$ cat config.mk
export PLATFORM = sky130hd
export DESIGN_NAME = branch_predictor
export DESIGN_NICKNAME = d
export VERILOG_FILES = /design/src/rtl/bp_pkg.sv /design/src/rtl/bp_sat_counter_table.sv /design/src/rtl/branch_predictor.sv
export SDC_FILE = /design/constraint.sdc
export NUM_CORES = 2
export LEC_CHECK = 0
export CAP_MARGIN = 20
export CELL_PAD_IN_SITES_DETAIL_PLACEMENT = 2
export CELL_PAD_IN_SITES_GLOBAL_PLACEMENT = 2
export CORE_UTILIZATION = 45
export CTS_CLUSTER_SIZE = 25
export DETAILED_ROUTE_END_ITERATION = 12
export PLACE_DENSITY_LB_ADDON = 0.15
export SLEW_MARGIN = 20
export SYNTH_ARGS = -nofsm -noshare
export SYNTH_HDL_FRONTEND = slang
export SYNTH_HIERARCHICAL = 1
export SYNTH_SLANG_ARGS = --single-unit
$ cat constraint.sdc
create_clock -name clk -period 6.2 [get_ports clk]
set_clock_uncertainty 0.05 [all_clocks]
set_input_delay 1.24 -clock clk [delete_from_list [all_inputs] [get_ports clk]]
set_output_delay 1.24 -clock clk [all_outputs]
set_load 0.02 [all_outputs]
$ cat src/rtl/bp_pkg.sv
// Shared types and helpers for the branch predictor: 2-bit counter encoding,
// saturating update, and PC index/tag extraction.
package bp_pkg;

  localparam int unsigned IDX_W_DEF = 6;
  localparam int unsigned XLEN_DEF  = 32;
  localparam int unsigned PC_MAX_W  = 64;

  typedef enum logic [1:0] {
    SNT = 2'b00,
    WNT = 2'b01,
    WT  = 2'b10,
    ST  = 2'b11
  } bp_cnt_t;

  localparam bp_cnt_t CNT_RESET = WNT;

  // Saturating step toward the resolved direction.
  function automatic bp_cnt_t sat_update(bp_cnt_t c, logic taken);
    bp_cnt_t n;
    n = c;
    unique case (c)
      SNT: n = taken ? WNT : SNT;
      WNT: n = taken ? WT  : SNT;
      WT:  n = taken ? ST  : WNT;
      ST:  n = taken ? ST  : WT;
      default: n = CNT_RESET;
    endcase
    return n;
  endfunction

  // Word-aligned table index: pc[idx_w+1:2].
  function automatic logic [PC_MAX_W-1:0] pc_index(logic [PC_MAX_W-1:0] pc,
                                                   int unsigned idx_w);
    return (pc >> 2) & ((PC_MAX_W'(1) << idx_w) - PC_MAX_W'(1));
  endfunction

  // Tag is everything above the index field.
  function automatic logic [PC_MAX_W-1:0] pc_tag(logic [PC_MAX_W-1:0] pc,
                                                 int unsigned idx_w);
    return pc >> (idx_w + 2);
  endfunction

endpackage

$ cat src/rtl/bp_sat_counter_table.sv
// Branch history table: one 2-bit saturating counter per entry, one read port
// and one update port. Reads return pre-update state.
module bp_sat_counter_table
  import bp_pkg::*;
#(
  parameter int unsigned IDX_W = IDX_W_DEF
) (
  input  logic             clk,
  input  logic             rst,
  input  logic [IDX_W-1:0] rd_idx,
  output logic [1:0]       rd_cnt,
  input  logic             wr_en,
  input  logic [IDX_W-1:0] wr_idx,
  input  logic             wr_taken
);

  localparam int unsigned ENTRIES = 1 << IDX_W;

  bp_cnt_t cnt [ENTRIES];

  always_ff @(posedge clk) begin
    if (rst) begin
      for (int unsigned i = 0; i < ENTRIES; i++) begin
        cnt[i] <= CNT_RESET;
      end
    end else if (wr_en) begin
      cnt[wr_idx] <= sat_update(cnt[wr_idx], wr_taken);
    end
  end

  assign rd_cnt = cnt[rd_idx];

endmodule

$ cat src/rtl/branch_predictor.sv
// Direction/target predictor: BHT of 2-bit counters plus direct-mapped BTB,
// trained by resolved branches. Define BP_STATS_EN for branch/mispredict counters.
module branch_predictor
  import bp_pkg::*;
#(
  parameter int unsigned IDX_W = IDX_W_DEF,
  parameter int unsigned XLEN  = XLEN_DEF
) (
  input  logic            clk,
  input  logic            rst,
  input  logic [XLEN-1:0] lookup_pc,
  output logic            pred_taken,
  output logic [XLEN-1:0] pred_target,
  output logic            pred_hit,
  input  logic            res_valid,
  input  logic [XLEN-1:0] res_pc,
  input  logic            res_taken,
  input  logic [XLEN-1:0] res_target,
  input  logic            res_pred_taken,
  input  logic [XLEN-1:0] res_pred_target,
  output logic            mispredict,
  output logic [XLEN-1:0] redirect_pc
`ifdef BP_STATS_EN
  ,
  output logic [31:0]     stat_branches,
  output logic [31:0]     stat_mispredicts
`endif
);

  localparam int unsigned ENTRIES = 1 << IDX_W;
  localparam int unsigned TAG_W   = XLEN - IDX_W - 2;

  logic [IDX_W-1:0] lk_idx;
  logic [TAG_W-1:0] lk_tag;
  logic [IDX_W-1:0] res_idx;
  logic [TAG_W-1:0] res_tag;
  logic [1:0]       lk_cnt;
  logic             res_mis_c;

  logic             btb_valid [ENTRIES];
  logic [TAG_W-1:0] btb_tag   [ENTRIES];
  logic [XLEN-1:0]  btb_tgt   [ENTRIES];

  assign lk_idx  = IDX_W'(pc_index(PC_MAX_W'(lookup_pc), IDX_W));
  assign lk_tag  = TAG_W'(pc_tag(PC_MAX_W'(lookup_pc), IDX_W));
  assign res_idx = IDX_W'(pc_index(PC_MAX_W'(res_pc), IDX_W));
  assign res_tag = TAG_W'(pc_tag(PC_MAX_W'(res_pc), IDX_W));

  bp_sat_counter_table #(
    .IDX_W (IDX_W)
  ) u_bht (
    .clk      (clk),
    .rst      (rst),
    .rd_idx   (lk_idx),
    .rd_cnt   (lk_cnt),
    .wr_en    (res_valid),
    .wr_idx   (res_idx),
    .wr_taken (res_taken)
  );

  // Zero-latency lookup; no bypass from a same-cycle update.
  assign pred_hit    = btb_valid[lk_idx] && (btb_tag[lk_idx] == lk_tag);
  assign pred_taken  = pred_hit && lk_cnt[1];
  assign pred_target = pred_taken ? btb_tgt[lk_idx] : lookup_pc + XLEN'(4);

  always_ff @(posedge clk) begin
    if (rst) begin
      for (int unsigned i = 0; i < ENTRIES; i++) begin
        btb_valid[i] <= 1'b0;
      end
    end else if (res_valid && res_taken) begin
      btb_valid[res_idx] <= 1'b1;
    end
  end

  // Tag/target payload needs no reset; valid gates it.
  always_ff @(posedge clk) begin
    if (!rst && res_valid && res_taken) begin
      btb_tag[res_idx] <= res_tag;
      btb_tgt[res_idx] <= res_target;
    end
  end

  assign res_mis_c = (res_taken != res_pred_taken) ||
                     (res_taken && (res_target != res_pred_target));

  always_ff @(posedge clk) begin
    if (rst) begin
      mispredict  <= 1'b0;
      redirect_pc <= '0;
    end else begin
      mispredict <= res_valid && res_mis_c;
      if (res_valid) begin
        redirect_pc <= res_taken ? res_target : res_pc + XLEN'(4);
      end
    end
  end

`ifdef BP_STATS_EN
  always_ff @(posedge clk) begin
    if (rst) begin
      stat_branches    <= '0;
      stat_mispredicts <= '0;
    end else begin
      if (res_valid)  stat_branches    <= stat_branches + 32'd1;
      if (mispredict) stat_mispredicts <= stat_mispredicts + 32'd1;
    end
  end
`endif

endmodule

* After elaboration in Yosys (flattened, before gate mapping) *
Memories as Yosys holds them, arrays and structs flattened.
Index checks and enable logic that the tools add are counted.

operators by class
  $add $sub $neg = 2
  equal/unequal tests = 6
  multiplexer cells = 25
  reduce and logical (&&, ||, !) cells = 12

operators with widths
  operator               number
  $add 32x3->32 const B  2
  $mux 32                2
  $ne 32x32->1           1
  $eq 24x24->1           1
  $mux 1                 15
  $mux 6                 2
  $mux 2                 5
  $pmux 2 s4             1
  $logic_and 1x1->1      7
  $eq 2x2->1 const B     2
  $eq 2x1->1 const B     1
  $logic_not 2->1        1
  $reduce_or 2->1        1
  $logic_not 1->1        1
  $logic_or 1x1->1       1
  $ne 1x1->1             1
  $reduce_or 1->1        1

word-level totals
  flip-flop bits (word level) = 33
  RAM bits = 3776
  output and inout bits = 67
  logic and storage cells = 51
  memories = 4

memory list
  name       depth  bits a word  rd ports  clocked after memory_dff  write ports  line                        RTL
  btb_tgt    64     32           1         0                         1            branch_predictor.sv:42      logic [XLEN-1:0] btb_tgt [ENTRIES];
  btb_tag    64     24           1         0                         1            branch_predictor.sv:41      logic [TAG_W-1:0] btb_tag [ENTRIES];
  u_bht.cnt  64     2            2         0                         64           bp_sat_counter_table.sv:19  bp_cnt_t cnt [ENTRIES];
  btb_valid  64     1            1         0                         64           branch_predictor.sv:40      logic btb_valid [ENTRIES];

* Logic depth before layout (Yosys ltp) *
  depth in word-level cells = 6
  mapped depth = 19
  mapped depth without buffers = 10

* By module *
The synthesis kept the hierarchy.

by module, submodules not included
  module                instances  cells an instance  area an instance (sq um)
  branch_predictor      1          6346               142589.3
  bp_sat_counter_table  1          672                7848.8

* Worst setup path before layout *
No wires, ideal clock.

  path kind = input to register
  from = input res_pc[5]
  to = memory btb_tag[63][0] in the netlist's numbering (enable)
  library setup time = 0.541 ns
  data arrival time = 5.785 ns
  setup slack = -0.176 ns
  cell stages on the path = 4
  path through = clkbuf_1 -> nand3_1 -> clkbuf_1 -> nor3_1

RTL lines
  item             line                    RTL
  start, declared  branch_predictor.sv:16  input logic [XLEN-1:0] res_pc,
  end, declared    branch_predictor.sv:41

Straight into the memory's write port.

* Final worst setup path *
  from = input lookup_pc[2]
  to = output pred_target[20]

on the way
  cells in the longest elaborated chain, start to end = 5

RTL lines
  item               line                    RTL
  start, declared    branch_predictor.sv:11  input logic [XLEN-1:0] lookup_pc,
  $mem_v2 64x24      --
  $eq 24x24->1       branch_predictor.sv:62  assign pred_hit = btb_valid[lk_idx] && (btb_tag[lk_idx] == lk_tag);
  $logic_and 1x1->1  branch_predictor.sv:62
  $logic_and 1x1->1  branch_predictor.sv:63  assign pred_taken = pred_hit && lk_cnt[1];
  $mux 32 (*)        branch_predictor.sv:64  assign pred_target = pred_taken ? btb_tgt[lk_idx] : lookup_pc + XLEN'(4);
  end, declared      branch_predictor.sv:13  output logic [XLEN-1:0] pred_target,

Mark *: on every way between the ends. The rest lies on a longest branch, timed or not.

==> metrics.yaml <==
timing:
  period_share_pct: 110
  timing.final.max_slew_violations: 0
  period_needed_ns: 6.83
  slew_headroom_pct: 11.6
  fin_tns_setup_ns: -19.09
  grt_setup_unrepaired: "yes"
  hold_viol: 0
  max_freq_mhz: 146
  finalWorstSetupSlack_ns: -0.627
  tightest_slew_ns: 1.29
  setup_violations: 34
worst_setup_path:
  criticalPathCategory: "in -> out"
  path_max_fanout: 12
  crit_chain: "buf_16 -> buf_8 -> mux4_2 -> a221oi_2 -> o21ai_0 -> a222oi_1 -> buf_4 -> xor2_1 -> buf_4 -> nand2_2 -> a21oi_2 -> nand4_1 -> nor3b_4 -> buf_12 -> buf_16 -> buf_8 -> mux2_4 -> buf_4"
  end_kind: "primary output"
  cp.arrival_ns: 5.54
  worstPathRequired_ns: 4.91
  cpPeakStageDelay_ns: 0.58
  r2r_end: "u_bht/cnt[3][1]"
  reg2regPathDepth: 8
  cpMaxStageDelayCell: "mux4_2"
  rr_startpoint: "u_bht/cnt[9][1]"
  critPathMostFrequentCell: "buf_4"
  rrSetupSlack_ns: 2.91
  start_kind: "input pin"
place:
  dpl_worst_slack_ns: -1.16
  globalplace.congestion: 0.865
  portBuffers: 199
  dpl.hpwl_mm: 352
power:
  p_leak_nw: 57.8
  pwr_density_cell_mw_per_mm2: 326
  power_mw: 57.9
  vdd_drop_max_v: 0.000291
hold_path:
  worstHoldStart: "btb_valid[13]"
  hold_class: "reg -> reg"
  whs_endpoint: "btb_valid[13]"
  hold_depth: 1
logic_synthesis:
  syn_area_per_cell_um2: 21.4
  synthesis.area_mm2: 0.150
  syn_inst: 6994
  synth_fp_nets: 7129
  yosysWarnings: 6
global_routing:
  gr-total-overflow: 0
  grtUsageTotal_pct: 37.3
  use_met2_pct: 60.1
  grtUsageMet1_pct: 47.4
  grt_first_pass_wirelength_mm: 832
  top_usage_layer: "met2"
  grt_antenna_before_repair: 44
  grt_pass1_vias: 90400
  grt_max_degree: 106
  grtUsageMet3_pct: 7.23
die:
  core_region_area_mm2: 0.331
  initial_utilization_pct: 45.3
  pin_count: 200
  die-area_mm2: 0.336
  die_h_um: 579
  rows: 211
  die_x_um: 579
layout:
  drive_gt1_share_pct: 32.5
  area_growth_pct: 18.5
  fin_nets: 8065
cts:
  cts_tree: "done"
  clockBufferDepth: 4
  insertion_delay_ns: 0.96
  htreeDepth: 5
  clock_sinks: 3809
  cts_root_buf: "clkbuf_16"
  path_clk_slew_ns: 0.06
  cts-buffers-inserted: 405
  cts_hold_buffers: 0
routing:
  drc: 0
  avgRoutedWirePerCell_um: 50.3
  drtIter0Drc: 14600
  vias: 87700
  firstDrtPassIters: 6
  routed_wl_mm: 637
  via_per_inst: 6.93
  postRouteAntennaNets: 0
job:
  cap_violations: 0
outcome:
  status: "finished with violations"
  violations: "setup timing"
[routing by layer]
metal | routed length [um] | vias to the layer above
li1 | - | 31300
met1 | 224000 | 47800
met2 | 302000 | 6855
met3 | 65000 | 1738
met4 | 47000 | 14
met5 | 94 | -
[layout make-up]
cell class / count / area [um^2]
multi-input combinational: 2744 / 35500
inverter: 15 / 68.8
timing repair buffer: 955 / 9810
tap: 4366 / 5460
antenna: 20 / 50.0
sequential: 3809 / 113000
clock inverter: 242 / 2560
fill: 28000 / 153000
clock buffer: 515 / 10900
[state kept, by name, indices dropped and copies added, names as in the netlist]
name and flops:
btb_tgt 2048, btb_tag 1536, u_bht/cnt 128, btb_valid 64
redirect_pc 32, mispredict 1
[worst max path at each step]
| stage | startpoint | end | slack, ns | cells after the start |
|---|---|---|---|---|
| after floorplan | lookup_pc[2] | pred_target[10] | 0.11 | 12 |
| after global placement | lookup_pc[5] | pred_target[5] | -0.96 | 14 |
| after detailed placement | lookup_pc[2] | pred_target[28] | -1.16 | 13 |
| after CTS | lookup_pc[2] | pred_target[26] | -0.39 | 18 |
| after global routing | lookup_pc[2] | pred_target[15] | -0.58 | 18 |
| final | lookup_pc[2] | pred_target[20] | -0.63 | 18 |
[what timing repair did]
| item | in CTS | in global routing |
|---|---|---|
| resized for setup | 208 | 105 |
| endpoints found under the setup margin | 34 | 34 |
| gates cloned | 14 | 3 |
| pin swaps | 23 | 17 |
| buffers inserted | 28 | 8 |
[stage by stage]
stage | utilization, % | hold slack, ns | instances | cell area (um^2)
after detailed placement | 49.0 | 0.389 | 11800 | 162000
after floorplan | - | 0.368 | 6994 | 150000
final | 53.7 | 0.401 | 12700 | 178000
after global routing | 53.7 | 0.423 | 12700 | 178000
after global placement | 49.0 | 0.377 | 11800 | 162000
after CTS | 53.5 | 0.404 | 12600 | 177000
[placed cells by master, fill, tap and decap left out, types with 101 or more instances in the layout]
cell type	instances
nand2_1	230
a22oi_1	101
buf_4	583
buf_12	133
nor2_1	123
nand3_1	107
mux2i_1	305
clkbuf_16	417
mux4_2	958
edfxtp_1	3712
[critical path: cells and delay by family]
kind	cells	cell delay [ns]
AO/OA/AOI/OAI	4	1.13
XOR/XNOR	1	0.21
buffers and inverters	8	1.48
multiplexers	2	0.89
AND/OR/NAND/NOR	3	0.52
[where the power goes]
group	total [mW]	switching, mW	internal, mW
registers	28.4	0.0469	28.3
clock network	25.8	11.4	14.4
logic	3.79	2.39	1.40
total	57.9	13.9	44.1
(Power assumes the default switching activity.)
